File: config.mk
export PLATFORM = sky130hd
export DESIGN_NAME = slot_result_display
export DESIGN_NICKNAME = d
export VERILOG_FILES = /design/src/rtl/slot_result_display.sv
export SDC_FILE = /design/constraint.sdc
export NUM_CORES = 1
export LEC_CHECK = 0
export ABC_AREA = 1
export CAP_MARGIN = 20
export CORE_UTILIZATION = 35
export DETAILED_ROUTE_END_ITERATION = 8
export HOLD_SLACK_MARGIN = 0.05
export SYNTH_ARGS = -nofsm -noshare
export SYNTH_HDL_FRONTEND = slang
export SYNTH_SLANG_ARGS = --single-unit
File: constraint.sdc
create_clock -name clk -period 5.45 [get_ports clk]
set_input_delay 0.8175 -clock clk [delete_from_list [all_inputs] [get_ports clk]]
set_output_delay 0.8175 -clock clk [all_outputs]
set_load 0.05 [all_outputs]
File: src/rtl/slot_result_display.sv
// Result end of the four-reel slot: waits for the reels to settle, latches and scores
// the digits, and drives a multiplexed 4-digit seven-segment display (blinks on a jackpot).
module slot_result_display #(
  parameter int SETTLE_CYCLES = 48,
  parameter int SCAN_DIV      = 17,
  parameter int BLINK_DIV     = 25
) (
  input  logic       clk,
  input  logic       reset,
  input  logic       stopInt,
  input  logic [3:0] randNum1,
  input  logic [3:0] randNum2,
  input  logic [3:0] randNum3,
  input  logic [3:0] randNum4,
  output logic [6:0] seg,
  output logic [3:0] an,
  output logic       result_valid,
  output logic [2:0] match_count,
  output logic       jackpot
);

  localparam int SW = $clog2(SETTLE_CYCLES);

  typedef enum logic [1:0] {
    IDLE   = 2'd0,
    SETTLE = 2'd1,
    LATCH  = 2'd2,
    SHOW   = 2'd3
  } state_e;

  state_e               state_q, state_d;
  logic [SW-1:0]        settle_cnt_q, settle_cnt_d;
  logic [SCAN_DIV-1:0]  scan_cnt_q, scan_cnt_d;
  logic [BLINK_DIV-1:0] blink_cnt_q, blink_cnt_d;
  logic [15:0]          digits_q, digits_d;
  logic                 result_valid_q, result_valid_d;
  logic [2:0]           match_count_q, match_count_d;
  logic                 jackpot_q, jackpot_d;
  logic [6:0]           seg_q, seg_d;
  logic [3:0]           an_q, an_d;

  logic [15:0] live_digits;
  logic [15:0] src_digits;
  logic [1:0]  sel;
  logic [3:0]  cur_digit;
  logic [2:0]  score_w;
  logic        blank;

  // Largest group of equal digits; digits packed {d1,d2,d3,d4}.
  function automatic logic [2:0] score(input logic [15:0] d);
    logic [2:0] best;
    logic [2:0] cnt;
    best = 3'd1;
    for (int i = 0; i < 4; i++) begin
      cnt = 3'd0;
      for (int j = 0; j < 4; j++) begin
        cnt = cnt + {2'b00, (d[i*4 +: 4] == d[j*4 +: 4])};
      end
      if (cnt > best) best = cnt;
    end
    return best;
  endfunction

  function automatic logic [6:0] glyph(input logic [3:0] v);
    logic [6:0] g;
    case (v)
      4'd0:    g = 7'b1000000;
      4'd1:    g = 7'b1111001;
      4'd2:    g = 7'b0100100;
      4'd3:    g = 7'b0110000;
      4'd4:    g = 7'b0011001;
      4'd5:    g = 7'b0010010;
      4'd6:    g = 7'b0000010;
      4'd7:    g = 7'b1111000;
      4'd8:    g = 7'b0000000;
      4'd9:    g = 7'b0010000;
      default: g = 7'b0111111;
    endcase
    return g;
  endfunction

  assign live_digits = {randNum1, randNum2, randNum3, randNum4};
  assign score_w     = score(digits_q);

  // Next state; dropping stopInt wins over every other transition.
  always_comb begin
    state_d      = state_q;
    settle_cnt_d = settle_cnt_q;
    case (state_q)
      IDLE: begin
        if (stopInt) begin
          state_d      = SETTLE;
          settle_cnt_d = '0;
        end
      end
      SETTLE: begin
        if (!stopInt) begin
          state_d = IDLE;
        end else if (settle_cnt_q == SW'(SETTLE_CYCLES - 1)) begin
          state_d = LATCH;
        end else begin
          settle_cnt_d = settle_cnt_q + 1'b1;
        end
      end
      LATCH: begin
        state_d = stopInt ? SHOW : IDLE;
      end
      SHOW: begin
        if (!stopInt) state_d = IDLE;
      end
      default: state_d = IDLE;
    endcase
  end

  // Digits are captured on entry to LATCH so the display shows them during LATCH;
  // the score of those digits is registered on the LATCH -> SHOW edge.
  always_comb begin
    digits_d       = digits_q;
    result_valid_d = result_valid_q;
    match_count_d  = match_count_q;
    jackpot_d      = jackpot_q;
    if (state_q == SETTLE && state_d == LATCH) digits_d = live_digits;
    if (state_d == IDLE) begin
      result_valid_d = 1'b0;
      match_count_d  = 3'd0;
      jackpot_d      = 1'b0;
    end else if (state_q == LATCH && state_d == SHOW) begin
      result_valid_d = 1'b1;
      match_count_d  = score_w;
      jackpot_d      = (score_w == 3'd4);
    end
  end

  always_comb begin
    scan_cnt_d  = scan_cnt_q + 1'b1;
    blink_cnt_d = (state_q == SHOW) ? blink_cnt_q + 1'b1 : '0;
    src_digits  = (state_q == LATCH || state_q == SHOW) ? digits_q : live_digits;
    sel         = scan_cnt_q[SCAN_DIV-1 -: 2];
    cur_digit   = src_digits[{sel, 2'b00} +: 4];
    blank       = (state_q == SHOW) && jackpot_q && blink_cnt_q[BLINK_DIV-1];
    seg_d       = blank ? 7'h7F : glyph(cur_digit);
    an_d        = blank ? 4'hF : ~(4'b0001 << sel);
  end

  always_ff @(posedge clk or negedge reset) begin
    if (!reset) begin
      state_q        <= IDLE;
      settle_cnt_q   <= '0;
      scan_cnt_q     <= '0;
      blink_cnt_q    <= '0;
      digits_q       <= '0;
      result_valid_q <= 1'b0;
      match_count_q  <= 3'd0;
      jackpot_q      <= 1'b0;
      seg_q          <= 7'h7F;
      an_q           <= 4'hF;
    end else begin
      state_q        <= state_d;
      settle_cnt_q   <= settle_cnt_d;
      scan_cnt_q     <= scan_cnt_d;
      blink_cnt_q    <= blink_cnt_d;
      digits_q       <= digits_d;
      result_valid_q <= result_valid_d;
      match_count_q  <= match_count_d;
      jackpot_q      <= jackpot_d;
      seg_q          <= seg_d;
      an_q           <= an_d;
    end
  end

  assign seg          = seg_q;
  assign an           = an_q;
  assign result_valid = result_valid_q;
  assign match_count  = match_count_q;
  assign jackpot      = jackpot_q;

endmodule

# Word level (Yosys, flattened, before mapping)
# Memory sizes are Yosys's and may differ from the RTL's.
# Cells that the tools add are included.
op_classes:
  n_addsub: 15
  n_lt_le_gt_ge: 4
  n_eq_ne: 22
  shifts: 2
  muxes: 24
  n_bitwise: 1
  reduce_logical: 10
ops:
  columns: ["cell", "n"]
  rows:
  - ["4-bit equality test", 12]
  - ["25-bit by 1-bit adder with 25-bit output (second input constant)", 1]
  - ["25-bit 2-to-1 mux", 1]
  - ["3-bit 2-to-1 mux", 6]
  - ["6-bit 2-to-1 mux", 3]
  - ["17-bit by 1-bit adder with 17-bit output (second input constant)", 1]
  - ["16-bit 2-to-1 mux", 1]
  - ["16-bit by 5-bit indexed part select with 4-bit output", 1]
  - ["6-bit one-hot mux with 2 select lines", 1]
  - ["2-bit 2-to-1 mux", 5]
  - ["2-bit by 1-bit adder with 3-bit output", 3]
  - ["3-bit by 1-bit adder with 3-bit output", 3]
  - ["3-bit > comparator", 3]
  - ["2-bit equality test (second input constant)", 4]
  - ["2-bit one-hot mux with 4 select lines", 1]
  - ["7-bit 2-to-1 mux", 1]
  - ["6-bit by 1-bit adder with 6-bit output (second input constant)", 1]
  - ["6-bit equality test (second input constant)", 1]
  - ["2-bit != test (second input constant)", 3]
  - ["1-bit by 1-bit adder with 2-bit output", 2]
  - ["1-bit logical AND", 4]
  - ["2-bit logical NOT", 2]
  - ["1-bit 2-to-1 mux", 4]
  - ["4-bit 2-to-1 mux", 1]
  - ["12 further kinds", 13]
word_totals:
  ff_bits: 82
  romBits: 112
  out_inout_bits: 16
  word_cells: 89
  memories: 1
memory_table:
  columns: ["memory", "depth", "word_bits", "rd", "rd_clocked_by_memory_dff", "wr", "line", "source"]
  rows:
  - ["(name not given)", 16, 7, 1, 0, 0, "66", "case (v)"]

# Depth between registers and ports, before layout
# Gate-level depths: netlist of the first run.
logic_depth:
  depth_word: 15
  depth_mapped: 33
  mapped_depth_nobuf: 32

# Worst setup path after synthesis of the first run
# No wires, ideal clock.
synth_path:
  path_type: "reg2reg"
  from: "reg digits_q[12]"
  to: "reg match_count_q[1], in the netlist match_count[1]"
  setup_ns: 0.127
  arrival_time_ns: 4.451
  required_ns: 5.323
  slack_ns: 0.872
  path_stages_with_launch: 27
  synth_period_minus_slack_ns: 4.578
  cell_sequence: "dfrtp_1 -> or2_2 -> a21oi_1 -> and3_1 -> inv_1 -> ha_1 -> inv_1 -> ha_1 -> ha_1 -> ha_1 -> nand3_1 -> nand2_1 -> nand2_1 -> nand2_1 -> nand2_1 -> ha_1 -> nand2_1 -> o21ai_0 -> nand3_1 -> and2_1 -> ha_1 -> nand2_1 -> o21ai_0 -> nand2_1 -> or2_2 -> nand2_1 -> o21ai_0"
synth_via:
  elab_chain_cells: 12
  word_cells_on_any_way: 22
synth_rtl:
  columns: ["element", "line", "source"]
  rows:
  - ["from (decl)", "35", "logic [15:0] digits_q, digits_d;"]
  - ["from (signal assigned)", "162", "digits_q <= digits_d;"]
  - ["4-bit equality test", "57", "cnt = cnt + {2'b00, (d[i*4 +: 4] == d[j*4 +: 4])};"]
  - ["3-bit by 1-bit adder with 3-bit output", "57", null]
  - ["3-bit by 1-bit > comparator with 1-bit output", "59", "if (cnt > best) best = cnt;"]
  - ["3-bit 2-to-1 mux", "59", null]
  - ["3-bit > comparator", "59", null]
  - ["3-bit 2-to-1 mux", "59", null]
  - ["3-bit > comparator", "59", null]
  - ["3-bit 2-to-1 mux", "59", null]
  - ["3-bit > comparator", "59", null]
  - ["3-bit 2-to-1 mux (*)", "59", null]
  - ["3-bit 2-to-1 mux (*)", "127", "end else if (state_q == LATCH && state_d == SHOW) begin"]
  - ["3-bit 2-to-1 mux (*)", "123", "if (state_d == IDLE) begin"]
  - ["to (signal assigned)", "164", "match_count_q <= match_count_d;"]
  - ["to (decl)", "37", "logic [2:0] match_count_q, match_count_d;"]
# Every way passes the cells marked *; elsewhere a longest branch is shown, timed or not. The select of a mux whose other input is x is not followed.
# A chain may end at the register's enable or synchronous reset.

# Final worst setup path of the first run
# Ends and elaborated chain as after synthesis.

==> flow_summary.rst, run 1 <==
.. list-table::
   :header-rows: 1

   * - Metric
     - Value
   * - Run status
     - finished, final reports clean
   * - Relative area change from synthesis to final layout
     - 17.1%
   * - Setup Skew
     - 0.00890 ns
   * - Relative slew margins
     - 61.1%
   * - Number of buffers on the longest clock path
     - 2
   * - Post-synthesis cell area
     - 4830 um^2
   * - Per-instance average area after synthesis
     - 8.14 um^2
   * - Share of the cycle needed by the critical path after routing
     - 91.6%
   * - Global-route wire length before repair
     - 17,900 um
   * - Reg2reg path depth
     - 26
   * - Maximum clock frequency
     - 200 MHz
   * - Hold violation count in the final report
     - 0
   * - Maximum level of the CTS H-tree
     - 3
   * - Max-cap viol count
     - 0
   * - Cell with the most instances after synthesis
     - sky130_fd_sc_hd__nand2_1
   * - Fin crit period
     - 4.99 ns
   * - Clock tree sinks
     - 82
   * - Element type at the critical path end
     - register
   * - Path category of the worst min-delay check
     - in -> async
   * - Number of synthesized flops with an enable pin
     - 0
   * - Fraction of final layout cells with drive strength greater than 1
     - 7.58%
   * - Starting utilization of the core area
     - 36.2%
   * - Endpoint of the worst setup timing path
     - match_count[1]$_DFFE_PN0P_
   * - Detail-routed net length per standard cell
     - 12.9 um
   * - Via count of the first global-routing pass
     - 3,879
   * - Skew-Pair Late Insertion Delay
     - 0.34 ns
   * - Total core area
     - 13,300 um^2
   * - Setup Fix Bufs, Post-CTS
     - 0
   * - Routed length on met1
     - 5210 um
   * - Sequential area share after synthesis
     - 42.7%
   * - Nature of the critical path startpoint
     - register
   * - Final number of setup-violating endpoints
     - 0
   * - Largest delay share family, worst path
     - simple AND/OR/NAND/NOR gates
   * - Number of buffers inserted during clock tree synthesis
     - 9
   * - Count of input and output buffers
     - 34
   * - Crit path arrival time
     - 5.21 ns
   * - Cts-stage hold buffer count
     - 0
   * - Die Width
     - 120 um
   * - Power per Cell Area
     - 235 nW/um^2
   * - Met3 Wirelength
     - 373 um
   * - Net count, final
     - 677
   * - Cell variety after synth
     - 39
   * - DR pass1 iterations
     - 5
   * - Ranking of synthesized cells by area
     - sky130_fd_sc_hd__dfrtp_1 (37%), sky130_fd_sc_hd__nand2_1 (8.7%), sky130_fd_sc_hd__ha_1 (7.8%)
   * - Worst R2R Start
     - digits_q[12]$_DFFE_PN0P_
   * - VDD IR max
     - 0.111 mV
   * - Leading register cell type out of synthesis
     - sky130_fd_sc_hd__dfrtp_1
   * - Crit. path cell count
     - 26
   * - Clock-pin slew reported for the worst setup and hold paths after clock tree synthesis
     - 0.06 ns
   * - Slew at the pin with the worst max-slew slack
     - 0.583 ns
   * - Setup TNS after final layout
     - 0 ns
   * - Area share of the largest cell type after synthesis
     - 36.7%
   * - Commonest cells in the netlist
     - sky130_fd_sc_hd__nand2_1 (112), sky130_fd_sc_hd__inv_1 (76), sky130_fd_sc_hd__dfrtp_1 (71)
   * - Die area
     - 14,300 um^2
   * - Worst setup path startpoint
     - digits_q[12]$_DFFE_PN0P_
   * - Via count
     - 3,931
   * - Overall routing resource usage
     - 15.6%
   * - Synthesized netlist cell count
     - 594
   * - Cell occurring most often along the worst timing path
     - sky130_fd_sc_hd__nand2_1
   * - Chip height
     - 120 um
   * - Crit Path Category
     - reg -> reg
   * - HPWL after detailed placement
     - 7820 um
   * - Slew Viols, Final
     - 0
   * - Largest net degree at the start of global routing
     - 83
   * - Count of warnings emitted by yosys
     - 0
   * - Dominant cell type by area after synthesis
     - sky130_fd_sc_hd__dfrtp_1
   * - Reg2Reg Setup Slack
     - 0.46 ns
   * - Clock tree root buffer cell
     - sky130_fd_sc_hd__clkbuf_16
   * - Detailed-route DRC error count
     - 0
   * - Routed Wire Length
     - 10,400 um
   * - Longest individual stage delay on the worst path
     - 0.44 ns
   * - Max Used Layer
     - met4
   * - Destination of the worst register-to-register timing path
     - match_count[1]$_DFFE_PN0P_
   * - Antenna diodes
     - 0
   * - Final antenna-violating net count
     - 0
   * - CP required
     - 5.67 ns
   * - Cell row count
     - 42
   * - Worst Path Max Fanout
     - 6
   * - Setup repair after global routing missed its margin
     - no
   * - Number of nets in the synthesized netlist
     - 643
   * - Leakage dissipation
     - 2.62 nW
   * - Final critical-path setup slack
     - 0.458 ns
   * - CTS tree
     - built
   * - Post-synthesis sequential element count
     - 82
   * - Routed vias/inst
     - 4.86
   * - Ports
     - 35
   * - GR Overflow Total
     - 0
   * - Worst-case setup slack after placement
     - 0.401 ns
   * - Slowest CP cell
     - sky130_fd_sc_hd__dfrtp_1
   * - Placer's final routability congestion estimate
     - 0.853
   * - Combined buffer and inverter count along the critical path
     - 2
   * - Initial antenna violation count
     - 0
   * - Async set-or-reset flop fraction in the synthesized netlist
     - 100%
   * - Iteration-0 DRC count of the detailed router
     - 192
   * - Detailed-routed wire length on met2
     - 4660 um
-- cells in the final DEF (no fill, tap or decap), drive strengths merged, types with 19 or more instances in the layout --
cell type,synthesis,final
a21oi,26,26
nor2,69,69
inv,79,79
ha,30,30
o21ai,38,38
xnor2,23,23
xor2,19,19
nand3,39,39
dfrtp,71,71
clkdlybuf4s50,0,33
nand2,114,114
-- state kept, by name, indices dropped and copies added (netlist names) --
signal        cells
an                4
result_valid      1
jackpot           1
match_count       3
settle_cnt_q      6
scan_cnt_q       17
digits_q         16
state_q           2
blink_cnt_q      25
seg               7
-- area by class of cell --
| class | count | area, um^2 |
|---|---|---|
| sequential | 82 | 2070 |
| fill | 1344 | 7690 |
| tap | 176 | 220 |
| inverter | 79 | 297 |
| clock inverter | 4 | 50.0 |
| clock buffer | 12 | 256 |
| timing repair buffer | 35 | 365 |
| multi-input combinational | 421 | 2400 |
-- metrics by stage --
step,instances,hold WS (ns),cell area (um^2),total power [mW],utilization (%)
after floorplan,594,0.422,4830,0.677,-
after global placement,792,0.434,5330,0.717,39.9
after detailed placement,792,0.443,5330,0.719,39.9
after CTS,808,0.452,5630,1.34,42.2
after global routing,809,0.424,5660,1.38,42.4
final,809,0.397,5660,1.33,42.4
-- kinds of logic (layout without fill, tap and decap cells) --
logic type                 after synthesis  after routing  share of synthesized area, %
AOI/OAI and AO/OA                       80             80                          9.47
xor gates and xnor gates                42             42                          7.61
buffers and inverters                   91            130                          7.53
DFF                                     82             82                          42.7
adders and majority gates               30             30                          7.76
and+or+nand+nor                        269            269                          24.9
-- worst register-to-register path: cells and delay by family, from the launching register on --
| kind | cells | cell delay [ns] |
|---|---|---|
| flops | 1 | 0.44 |
| buf+inv | 2 | 0.09 |
| compound gates | 6 | 1.01 |
| fa+ha+maj | 6 | 1.60 |
| simple gates | 12 | 1.76 |
-- where the power goes --
part / switching, mW / leakage, nW / total, mW / internal [mW]
sequential: 0.00421 / 1.05 / 0.624 / 0.620
combinational: 0.0536 / 1.42 / 0.0851 / 0.0314
clock: 0.243 / 0.145 / 0.622 / 0.379
-- how the worst min path moves through the flow --
stage / start / end / cells after the start
after global placement: scan_cnt_q[0]$_DFF_PN0_ / scan_cnt_q[0]$_DFF_PN0_ / 1
after detailed placement: scan_cnt_q[0]$_DFF_PN0_ / scan_cnt_q[0]$_DFF_PN0_ / 1
after floorplan: scan_cnt_q[0]$_DFF_PN0_ / scan_cnt_q[0]$_DFF_PN0_ / 1
after CTS: scan_cnt_q[0]$_DFF_PN0_ / scan_cnt_q[0]$_DFF_PN0_ / 1
final: reset / blink_cnt_q[18]$_DFF_PN0_ / 1
after global routing: reset / blink_cnt_q[18]$_DFF_PN0_ / 1
-- layer usage --
metal  vias to the layer above  GRT usage, %
met2                        88          25.2
met4                         0          5.63
met1                      1841          21.1
li1                       1991             -
met3                        11          2.42
met5                         -             0
-- timing repair --
item                                    CTS  global route
gates resized for setup                   0             1
endpoints found under the setup margin    0             3
hold endpoints to repair                  0             0
(Power assumes the default switching activity.)
==> inputs of run 2 (changes only) <==
--- a/config.mk
+++ b/config.mk
@@ -8,6 +8,7 @@
 export ABC_AREA = 1
 export CAP_MARGIN = 20
 export CORE_UTILIZATION = 35
+export CTS_CLUSTER_DIAMETER = 200
 export DETAILED_ROUTE_END_ITERATION = 8
 export HOLD_SLACK_MARGIN = 0.05
 export SYNTH_ARGS = -nofsm -noshare
==> constraint.sdc (replaced) <==
create_clock -name clk -period 4.8 [get_ports clk]
set_input_delay 0.72 -clock clk [delete_from_list [all_inputs] [get_ports clk]]
set_output_delay 0.72 -clock clk [all_outputs]
set_load 0.05 [all_outputs]
==> run 2 against run 1 <==
Count of clock-buffer cells in the layout decreased by 3; first-iteration DRC count unchanged; wire length increased by 2.1%; cell area increased by 3.7%; combinational power increased by 13%; clock power increased by 26%; clock skew decreased by 0.0029 ns; power increased by 19%; highest routed layer unchanged; sequential cell count unchanged; largest cell class unchanged; worst hold slack got worse by 0.037 ns; largest power group is now the clock network; die area unchanged; sequential power increased by 14%.
==> flow_summary.rst, run 2 (synthesized netlist as in run 1, its figures left out) <==
.. list-table::
   :header-rows: 1

   * - Metric
     - Value
   * - CP required
     - 5.01 ns
   * - Initial antenna violation count
     - 0
   * - Clock tree root buffer cell
     - sky130_fd_sc_hd__clkbuf_16
   * - Worst R2R Start
     - digits_q[1]$_DFFE_PN0P_
   * - VDD IR max
     - 0.163 mV
   * - Overall routing resource usage
     - 16.0%
   * - Combined area of the multi-input logic cells
     - 2550 um^2
   * - Net count, final
     - 681
   * - Via count of the first global-routing pass
     - 3,872
   * - Final Hold Slack
     - 0.360 ns
   * - Final number of setup-violating endpoints
     - 0
   * - Relative slew margins
     - 61.2%
   * - Nature of the critical path startpoint
     - register
   * - Number of buffers inserted during clock tree synthesis
     - 9
   * - Die area
     - 14,300 um^2
   * - Cts-stage hold buffer count
     - 0
   * - Destination of the worst register-to-register timing path
     - match_count[1]$_DFFE_PN0P_
   * - Path category of the worst min-delay check
     - in -> async
   * - Maximum clock frequency
     - 221 MHz
   * - Chip height
     - 120 um
   * - GR Overflow Total
     - 0
   * - Element type at the critical path end
     - register
   * - Routed vias/inst
     - 4.86
   * - Worst Path Max Fanout
     - 5
   * - Clock tree sinks
     - 82
   * - Global-route wire length before repair
     - 18,200 um
   * - Post-route core utilization
     - 44.0%
   * - Starting utilization of the core area
     - 36.2%
   * - Fraction of final layout cells with drive strength greater than 1
     - 11.5%
   * - Maximum level of the CTS H-tree
     - 3
   * - HPWL after detailed placement
     - 7800 um
   * - Clock-pin slew reported for the worst setup and hold paths after clock tree synthesis
     - 0.06 ns
   * - Crit path arrival time
     - 4.74 ns
   * - Largest delay share family, worst path
     - simple AND/OR/NAND/NOR gates
   * - Final antenna-violating net count
     - 0
   * - Longest individual stage delay on the worst path
     - 0.47 ns
   * - Via count
     - 3,948
   * - Commonest non-fill, non-tap cell in the layout
     - sky130_fd_sc_hd__nand2_1
   * - Crit. path cell count
     - 26
   * - Antenna diodes
     - 0
   * - Largest register FFs
     - 25
   * - Max-cap viol count
     - 0
   * - CTS tree
     - built
   * - Die Width
     - 120 um
   * - Cell row count
     - 42
   * - Largest regs
     - blink_cnt_q (25), scan_cnt_q (17), digits_q (16)
   * - DR pass1 iterations
     - 4
   * - Power per Cell Area
     - 271 nW/um^2
   * - Commonest non-fill, non-tap cells in the layout
     - sky130_fd_sc_hd__nand2_1 (110), sky130_fd_sc_hd__inv_1 (76), sky130_fd_sc_hd__dfrtp_1 (71), sky130_fd_sc_hd__nor2_1 (66), sky130_fd_sc_hd__clkdlybuf4s50_1 (33)
   * - Summed area of non-filler cells in the final layout
     - 5870 um^2
   * - Routed Wire Length
     - 10,600 um
   * - Placer's final routability congestion estimate
     - 0.811
   * - Fin crit period
     - 4.53 ns
   * - Combined buffer and inverter count along the critical path
     - 3
   * - Share of the cycle needed by the critical path after routing
     - 94.3%
   * - Hold violation count in the final report
     - 0
   * - Reg2reg path depth
     - 26
   * - Register with the highest flop count
     - blink_cnt_q
   * - Standard cell area after detailed placement
     - 5350 um^2
   * - Layout fillers
     - 1,312
   * - Crit Path Category
     - reg -> reg
   * - Detailed-route DRC error count
     - 0
   * - Number of buffers on the longest clock path
     - 2
   * - Skew-Pair Late Insertion Delay
     - 0.33 ns
   * - Leakage dissipation
     - 2.69 nW
   * - Total power of the final layout
     - 1.59 mW
   * - Run status
     - finished, final reports clean
   * - Slowest CP cell
     - sky130_fd_sc_hd__dfrtp_1
   * - Reg2Reg Setup Slack
     - 0.27 ns
   * - Largest net degree at the start of global routing
     - 83
   * - Count of input and output buffers
     - 34
   * - Register cell area after layout
     - 2070 um^2
   * - Setup Skew
     - 0.00599 ns
   * - Detail-routed net length per standard cell
     - 13.1 um
   * - Slew at the pin with the worst max-slew slack
     - 0.582 ns
   * - Ports
     - 35
   * - Slew Viols, Final
     - 0
   * - Cell occurring most often along the worst timing path
     - sky130_fd_sc_hd__nand2_1
   * - Iteration-0 DRC count of the detailed router
     - 192
   * - Total core area
     - 13,300 um^2
   * - Relative area change from synthesis to final layout
     - 21.4%
run 2: worst max path at each step:
stage | startpoint | endpoint | slack [ns]
after floorplan | digits_q[12]$_DFFE_PN0P_ | match_count[1]$_DFFE_PN0P_ | 0.22
after global placement | digits_q[12]$_DFFE_PN0P_ | match_count[1]$_DFFE_PN0P_ | 0.1
after detailed placement | digits_q[12]$_DFFE_PN0P_ | match_count[1]$_DFFE_PN0P_ | -0.05
after CTS | digits_q[12]$_DFFE_PN0P_ | match_count[1]$_DFFE_PN0P_ | 0.0003
after global routing | digits_q[12]$_DFFE_PN0P_ | match_count[1]$_DFFE_PN0P_ | -0.06
final | digits_q[1]$_DFFE_PN0P_ | match_count[1]$_DFFE_PN0P_ | 0.27
run 2: routing by layer:
layer / track usage, % / up-vias / share of wire, %
met1: 22.3 / 1853 / 50
met5: 0 / - / 0
li1: - / 2002 / -
met3: 2.66 / 15 / 3.5
met4: 6.09 / 0 / 1.6
met2: 24.7 / 78 / 45
run 2: area by class of cell:
cell class	instances	share of cell area (%)
clock buffers	9	3.84
clock inverters	7	2.00
inverters	79	5.05
multi-input cells	421	43.4
flip-flops and latches	82	35.2
well taps	176	3.75
repair buffers	39	6.74
run 2: through the flow:
step / instances / setup slack [ns] / setup TNS [ns]
global route: 813 / -0.0559 / -0.115
detailed placement: 795 / -0.0496 / -0.0836
finish: 813 / 0.272 / 0
CTS: 811 / 0.000306 / 0
global placement: 795 / 0.0986 / 0
floorplan: 594 / 0.222 / 0
run 2: timing repair:
| item | 4_1_cts | 5_1_grt |
|---|---|---|
| resized for setup | 1 | 23 |
| pin swaps | 0 | 7 |
| endpoints found under the setup margin | 3 | 4 |
| hold endpoints to repair | 0 | 0 |
| buffers inserted | 0 | 1 |
run 2: report_power, final:
group          internal, mW  switching, mW  leakage [nW]
clock                 0.507          0.278         0.158
sequential            0.704        0.00492          1.05
combinational        0.0357         0.0607          1.48
total                  1.25          0.344          2.69
